==> config.mk <==
export PLATFORM = sky130hd
export DESIGN_NAME = fpga_mem_loader
export DESIGN_NICKNAME = d
export VERILOG_FILES = /design/src/rtl/fpga_mem_loader.sv
export SDC_FILE = /design/constraint.sdc
export NUM_CORES = 1
export LEC_CHECK = 0
export ABC_AREA = 1
export CAP_MARGIN = 30
export CORE_MARGIN = 3
export CORE_UTILIZATION = 56
export DETAILED_ROUTE_END_ITERATION = 16
export HOLD_SLACK_MARGIN = 0.1
export PLACE_DENSITY = 0.77
export SYNTH_ARGS = -nofsm -noshare
export SYNTH_HDL_FRONTEND = slang
export SYNTH_SLANG_ARGS = --single-unit
export TNS_END_PERCENT = 100
==> constraint.sdc <==
create_clock -name hwclk -period 21.1 [get_ports hwclk]
set_clock_uncertainty 0.15 [all_clocks]
set_input_delay 4.22 -clock hwclk [delete_from_list [all_inputs] [get_ports hwclk]]
set_output_delay 4.22 -clock hwclk [all_outputs]
set_load 0.005 [all_outputs]
==> src/rtl/fpga_mem_loader.sv <==
// Push-button memory loader: debounced keypad entry of words into memory.
// Muxes the memory write port between the CPU (RUN) and the loader (EDIT/WRITE).
module fpga_mem_loader #(
  parameter int DATA_W       = 32,
  parameter int ADDR_W       = 32,
  parameter int ADDR_STEP    = 4,
  parameter int DEBOUNCE_CYC = 100000
) (
  input  logic              hwclk,
  input  logic              reset,
  input  logic [20:0]       pb,
  input  logic [ADDR_W-1:0] cpu_addr,
  input  logic [DATA_W-1:0] cpu_wdata,
  input  logic              cpu_wen,
  output logic [ADDR_W-1:0] mem_addr,
  output logic [DATA_W-1:0] mem_wdata,
  output logic              mem_wen,
  output logic              cpu_halt,
  output logic [DATA_W-1:0] disp_data,
  output logic [ADDR_W-1:0] disp_addr,
  output logic              mode_led
);

  localparam int NK = 21;
  localparam int CW = (DEBOUNCE_CYC > 1) ? $clog2(DEBOUNCE_CYC) : 1;
  localparam logic [CW-1:0] CNT_MAX = CW'(DEBOUNCE_CYC - 1);

  localparam logic [1:0] ST_RUN   = 2'd0;
  localparam logic [1:0] ST_EDIT  = 2'd1;
  localparam logic [1:0] ST_WRITE = 2'd2;

  localparam logic [4:0] K_ENTER = 5'd16;
  localparam logic [4:0] K_CLEAR = 5'd17;
  localparam logic [4:0] K_SETA  = 5'd18;
  localparam logic [4:0] K_MODE  = 5'd19;
  localparam logic [4:0] K_AZERO = 5'd20;

  logic [NK-1:0] sync1_q, sync2_q;
  logic [NK-1:0] deb_q, deb_d;
  logic [NK-1:0] armed_q, armed_d;
  logic [NK-1:0] pulse;
  logic [CW-1:0] cnt_q [NK];
  logic [CW-1:0] cnt_d [NK];
  logic [1:0]    settle_q;
  logic          sync_ok;

  logic [1:0]        state_q, state_d;
  logic [DATA_W-1:0] entry_q, entry_d;
  logic [ADDR_W-1:0] addr_q, addr_d;
  logic              key_v;
  logic [4:0]        key_idx;

  assign sync_ok = (settle_q == 2'd2);

  // Two-flop synchronizer; settle counter masks the pipeline fill after reset
  always_ff @(posedge hwclk or posedge reset) begin
    if (reset) begin
      sync1_q  <= '0;
      sync2_q  <= '0;
      settle_q <= '0;
    end else begin
      sync1_q <= pb;
      sync2_q <= sync1_q;
      if (!sync_ok) settle_q <= settle_q + 2'd1;
    end
  end

  // Per-key stable counter; a key must be seen released before it can fire
  always_comb begin
    for (int i = 0; i < NK; i++) begin
      deb_d[i]   = deb_q[i];
      armed_d[i] = armed_q[i];
      cnt_d[i]   = '0;
      pulse[i]   = 1'b0;
      if (sync_ok) begin
        if (sync2_q[i] != deb_q[i]) begin
          if (cnt_q[i] == CNT_MAX) begin
            deb_d[i] = sync2_q[i];
            pulse[i] = sync2_q[i] & armed_q[i];
          end else begin
            cnt_d[i] = cnt_q[i] + CW'(1);
          end
        end else if (!armed_q[i] && !sync2_q[i]) begin
          if (cnt_q[i] == CNT_MAX) armed_d[i] = 1'b1;
          else cnt_d[i] = cnt_q[i] + CW'(1);
        end
      end
    end
  end

  // Debounce state registers
  always_ff @(posedge hwclk or posedge reset) begin
    if (reset) begin
      deb_q   <= '0;
      armed_q <= '0;
      for (int i = 0; i < NK; i++) cnt_q[i] <= '0;
    end else begin
      deb_q   <= deb_d;
      armed_q <= armed_d;
      for (int i = 0; i < NK; i++) cnt_q[i] <= cnt_d[i];
    end
  end

  // Lowest-index pulse wins; the rest are dropped
  always_comb begin
    key_v   = 1'b0;
    key_idx = '0;
    for (int i = NK - 1; i >= 0; i--) begin
      if (pulse[i]) begin
        key_v   = 1'b1;
        key_idx = 5'(i);
      end
    end
  end

  // Loader state machine next-state logic
  always_comb begin
    state_d = state_q;
    entry_d = entry_q;
    addr_d  = addr_q;
    unique case (state_q)
      ST_RUN: begin
        if (key_v && key_idx == K_MODE) begin
          state_d = ST_EDIT;
          entry_d = '0;
        end
      end
      ST_EDIT: begin
        if (key_v) begin
          if (key_idx < 5'd16) begin
            entry_d = {entry_q[DATA_W-5:0], key_idx[3:0]};
          end else begin
            case (key_idx)
              K_ENTER: state_d = ST_WRITE;
              K_CLEAR: entry_d = '0;
              K_SETA: begin
                addr_d  = ADDR_W'(entry_q);
                entry_d = '0;
              end
              K_MODE: begin
                state_d = ST_RUN;
                entry_d = '0;
              end
              K_AZERO: addr_d = '0;
              default: ;
            endcase
          end
        end
      end
      ST_WRITE: begin
        state_d = ST_EDIT;
        addr_d  = addr_q + ADDR_W'(ADDR_STEP);
        entry_d = '0;
      end
      default: state_d = ST_RUN;
    endcase
  end

  // Loader state registers
  always_ff @(posedge hwclk or posedge reset) begin
    if (reset) begin
      state_q <= ST_RUN;
      entry_q <= '0;
      addr_q  <= '0;
    end else begin
      state_q <= state_d;
      entry_q <= entry_d;
      addr_q  <= addr_d;
    end
  end

  // Memory port mux: CPU passes through only in RUN
  always_comb begin
    if (state_q == ST_RUN) begin
      mem_addr  = cpu_addr;
      mem_wdata = cpu_wdata;
      mem_wen   = cpu_wen;
    end else begin
      mem_addr  = addr_q;
      mem_wdata = entry_q;
      mem_wen   = (state_q == ST_WRITE);
    end
  end

  assign cpu_halt  = (state_q != ST_RUN);
  assign mode_led  = (state_q != ST_RUN);
  assign disp_data = entry_q;
  assign disp_addr = addr_q;

endmodule

==> summary.txt <==
Synth
  – Netlist cell types: 50
  – Post-synth top flop: dfrtp_1
  – Post-synth ARST share: 100%
  – Syn Inst Count: 3327
  – Syn avg cell area: a little under 8 sq um
  – Sequential share of the synthesized area: about half
  – Post-synth top cells: nand2_1, nor2_1, inv_1
  – Yosys top cell area share: about half
  – Synth warn: 0
  – Most common cell in the netlist: nand2_1
  – Synthesized area: approximately 0.026 sq mm
  – Synth area leaders: dfrtp_1, nand2_1, nor2_1
  – Post-synth EDFFs: 0
  – Syn nets: around 3400
  – Synth area leader: dfrtp_1
  – Yosys reg bits: between 500 and 600

STA
  – Final Critical Period: approximately 10000 ps
  – RSZ-0062 raised after global routing: false
  – Fin. Hold Viols: 0
  – PnR worst setup slack: 11220 ps
  – Period utilisation layout: 46.8%
  – Tightest Pin Transition: between 1000 and 1500 ps
  – Relative slew slack: between 30% and 40%
  – Final setup vio count: 0
  – Max Fclk: between 100 and 150 MHz
  – Fin. max-slew vios: 0
  – Final TNS setup: 0 ps

Final layout
  – Post-route cell area: around 0.030 sq mm
  – Area Growth Syn to Fin: 17.9%
  – Share of post-route cells with drive strength above 1: 5.21%
  – Fillers: 3611
  – Diodes inserted: 0
  – Nets: around 3700
  – Core Util, Final: 67.8%

Clock network
  – Htree depth: 2
  – CTS tree: built
  – CTS clock-pin slew for the worst setup and hold paths: roughly 50 ps
  – Clk sinks: about 500
  – Total CTS buffers: between 50 and 60
  – Post-CTS Resized: 0
  – Clk Latency, worst-skew pair: ~600 ps
  – Clk buf depth: 3
  – Setup Buffers After CTS: 0
  – Hold buffers post-CTS: 0
  – Clk root buf: clkbuf_16

Global route
  – Global route total overflow: 0
  – Largest net degree at the start of global routing: around 180
  – M2 GR Usage: 42.3%
  – M1 GR Usage: a little under a third
  – GRT Overall Usage: 24.0%
  – Vias in the first global route: around 21000
  – Initial antenna violation count: 0
  – First-pass GRT wire length: a little under 100000 um
  – Met3 usage: between 3 and 4%
  – Most Crowded Layer GR: met2

Place
  – Dpl ws: between 10000 and 15000 ps
  – DP Area: 0.0285 sq mm
  – I/O Buffers: between 200 and 250
  – Global placement routability congestion: slightly below 0.9
  – HPWL Detailed: around 41000 um

Power
  – Internal: around 0.0016 W
  – Combinational fraction of design power: about 5.6%
  – Sw Share: 22.4%
  – P_leak: approximately 14 nW
  – Share of power burned in registers: about 49%
  – Pwr Density: a little under 70 mW/mm^2
  – Clk pwr share: between 40% and 50%
  – Max IR drop VDD: 0.0620 mV
  – Net switching power: 0.000468 W
  – Final Power: 0.00209 W

Worst setup path
  – Crit start category: input port
  – Critical Path RT: ~17000 ps
  – Crit path capture type: output port
  – Crit-path max FO: 1
  – Crit path kind: in -> out
  – Crit path DAT: ~5500 ps

Die
  – Num rows: 77
  – Initial Util: between 50% and 60%
  – Core box area: 0.0448 sq mm
  – I/O Pins: 219
  – DIE AREA: 0.0486 sq mm
  – Die Width: 220 um
  – Die Height: 220 um

Routing
  – Final WL: slightly below 60000 um
  – Via Count: 22000
  – Pre-antenna DRT Iters: 6
  – Residual DRC: 0
  – DR vias/cell: 5.26
  – Initial DRC Count: roughly 1800
  – Post-DRT Antenna Nets: 0
  – WL per Instance: ~14 um

Status
  – Outcome: completed

Job
  – Max-cap viol count: 0

Worst hold path
  – Worst min path class: reg -> reg
## cell families (layout without fill, tap and decap cells)
family | Yosys count | after routing | share of synthesized area (%)
xor gates and xnor gates | 59 | 59 | 2.01
muxes | 14 | 14 | 0.612
and+or+nand+nor | 1693 | 1693 | 28.6
AOI/OAI and AO/OA | 396 | 396 | 8.67
buffers and inverters | 633 | 898 | 9.54
adders and majority gates | 23 | 23 | 1.12
DFF | 509 | 509 | 49.4
## registers in the layout (all words and copies together), names as in the netlist
register / count
state_q: 2
settle_q: 2
sync2_q: 21
cnt_q: 357
disp_addr: 32
disp_data: 32
armed_q: 21
deb_q: 21
sync1_q: 21
## final timing paths
kind	startpoint	endpoint	slack (ps)	cells after the start
max in group asynchronous	reset	cnt_q[253]$_DFF_PP0_	14760	5
worst min-delay path	sync1_q[17]$_DFF_PP0_	sync2_q[17]$_DFF_PP0_	200	0
worst max-delay path	cpu_addr[29]	mem_addr[29]	11220	4
worst min register to register	sync1_q[17]$_DFF_PP0_	sync2_q[17]$_DFF_PP0_	200	0
min in group asynchronous	reset	sync1_q[18]$_DFF_PP0_	4010	2
worst max register to register	settle_q[0]$_DFFE_PP0N_	disp_data[7]$_DFFE_PP0P_	15990	16
## power groups by stage
stage | Clock [W] | Sequential, W | Combinational, W
final | 0.000949 | 0.00103 | 0.000117
after global routing | 0.00101 | 0.00103 | 0.000136
after CTS | 0.000974 | 0.00103 | 0.000119
after detailed placement | 0 | 0.00104 | 0.000117
after global placement | 0 | 0.00104 | 0.000111
after floorplan | 0 | 0.00104 | 0.0000705
## cell usage in the layout (no fill, tap or decap), drive strengths merged, types with 10 or more instances in the layout
cell           instances
nor2                 606
nand2                598
inv                  567
dfrtp                509
clkdlybuf4s50        218
nor3                 208
o21ai                163
nand3                157
a21oi                126
clkbuf                82
nand4                 42
xor2                  35
nor3b                 35
nor4                  30
o21a                  26
xnor2                 24
ha                    23
a31oi                 19
buf                   16
a211oi                15
o22ai                 15
mux2                  14
and3                  10
## stage by stage
stage                     hold WS [ps]  std cells
final                              196       4184
after global placement             183       4078
after CTS                          198       4182
after floorplan                    181       3327
after global routing               202       4184
after detailed placement           185       4084
## final cells by class
type	count	area [sq um]	area share, %
sequential	509	12700	41.9
multi-input combinational	2185	10600	34.8
timing repair buffer	234	2390	7.89
inverter	566	2130	7.02
clock buffer	82	1620	5.33
tap	592	741	2.44
clock inverter	16	174	0.573
## metal layers
metal / wire [um] / vias up
met3: 3230 / 105
met1: 24900 / 10400
met2: 28500 / 535
li1: - / 11000
met4: 1530 / 0
met5: 0 / -
## worst max-delay path, stage by stage
cell and delay (ps):
clkdlybuf4s50_1 460, nand2_1 50, o21ai_0 200, clkdlybuf4s50_1 580
No activity file was read; power rests on OpenSTA's default activity.
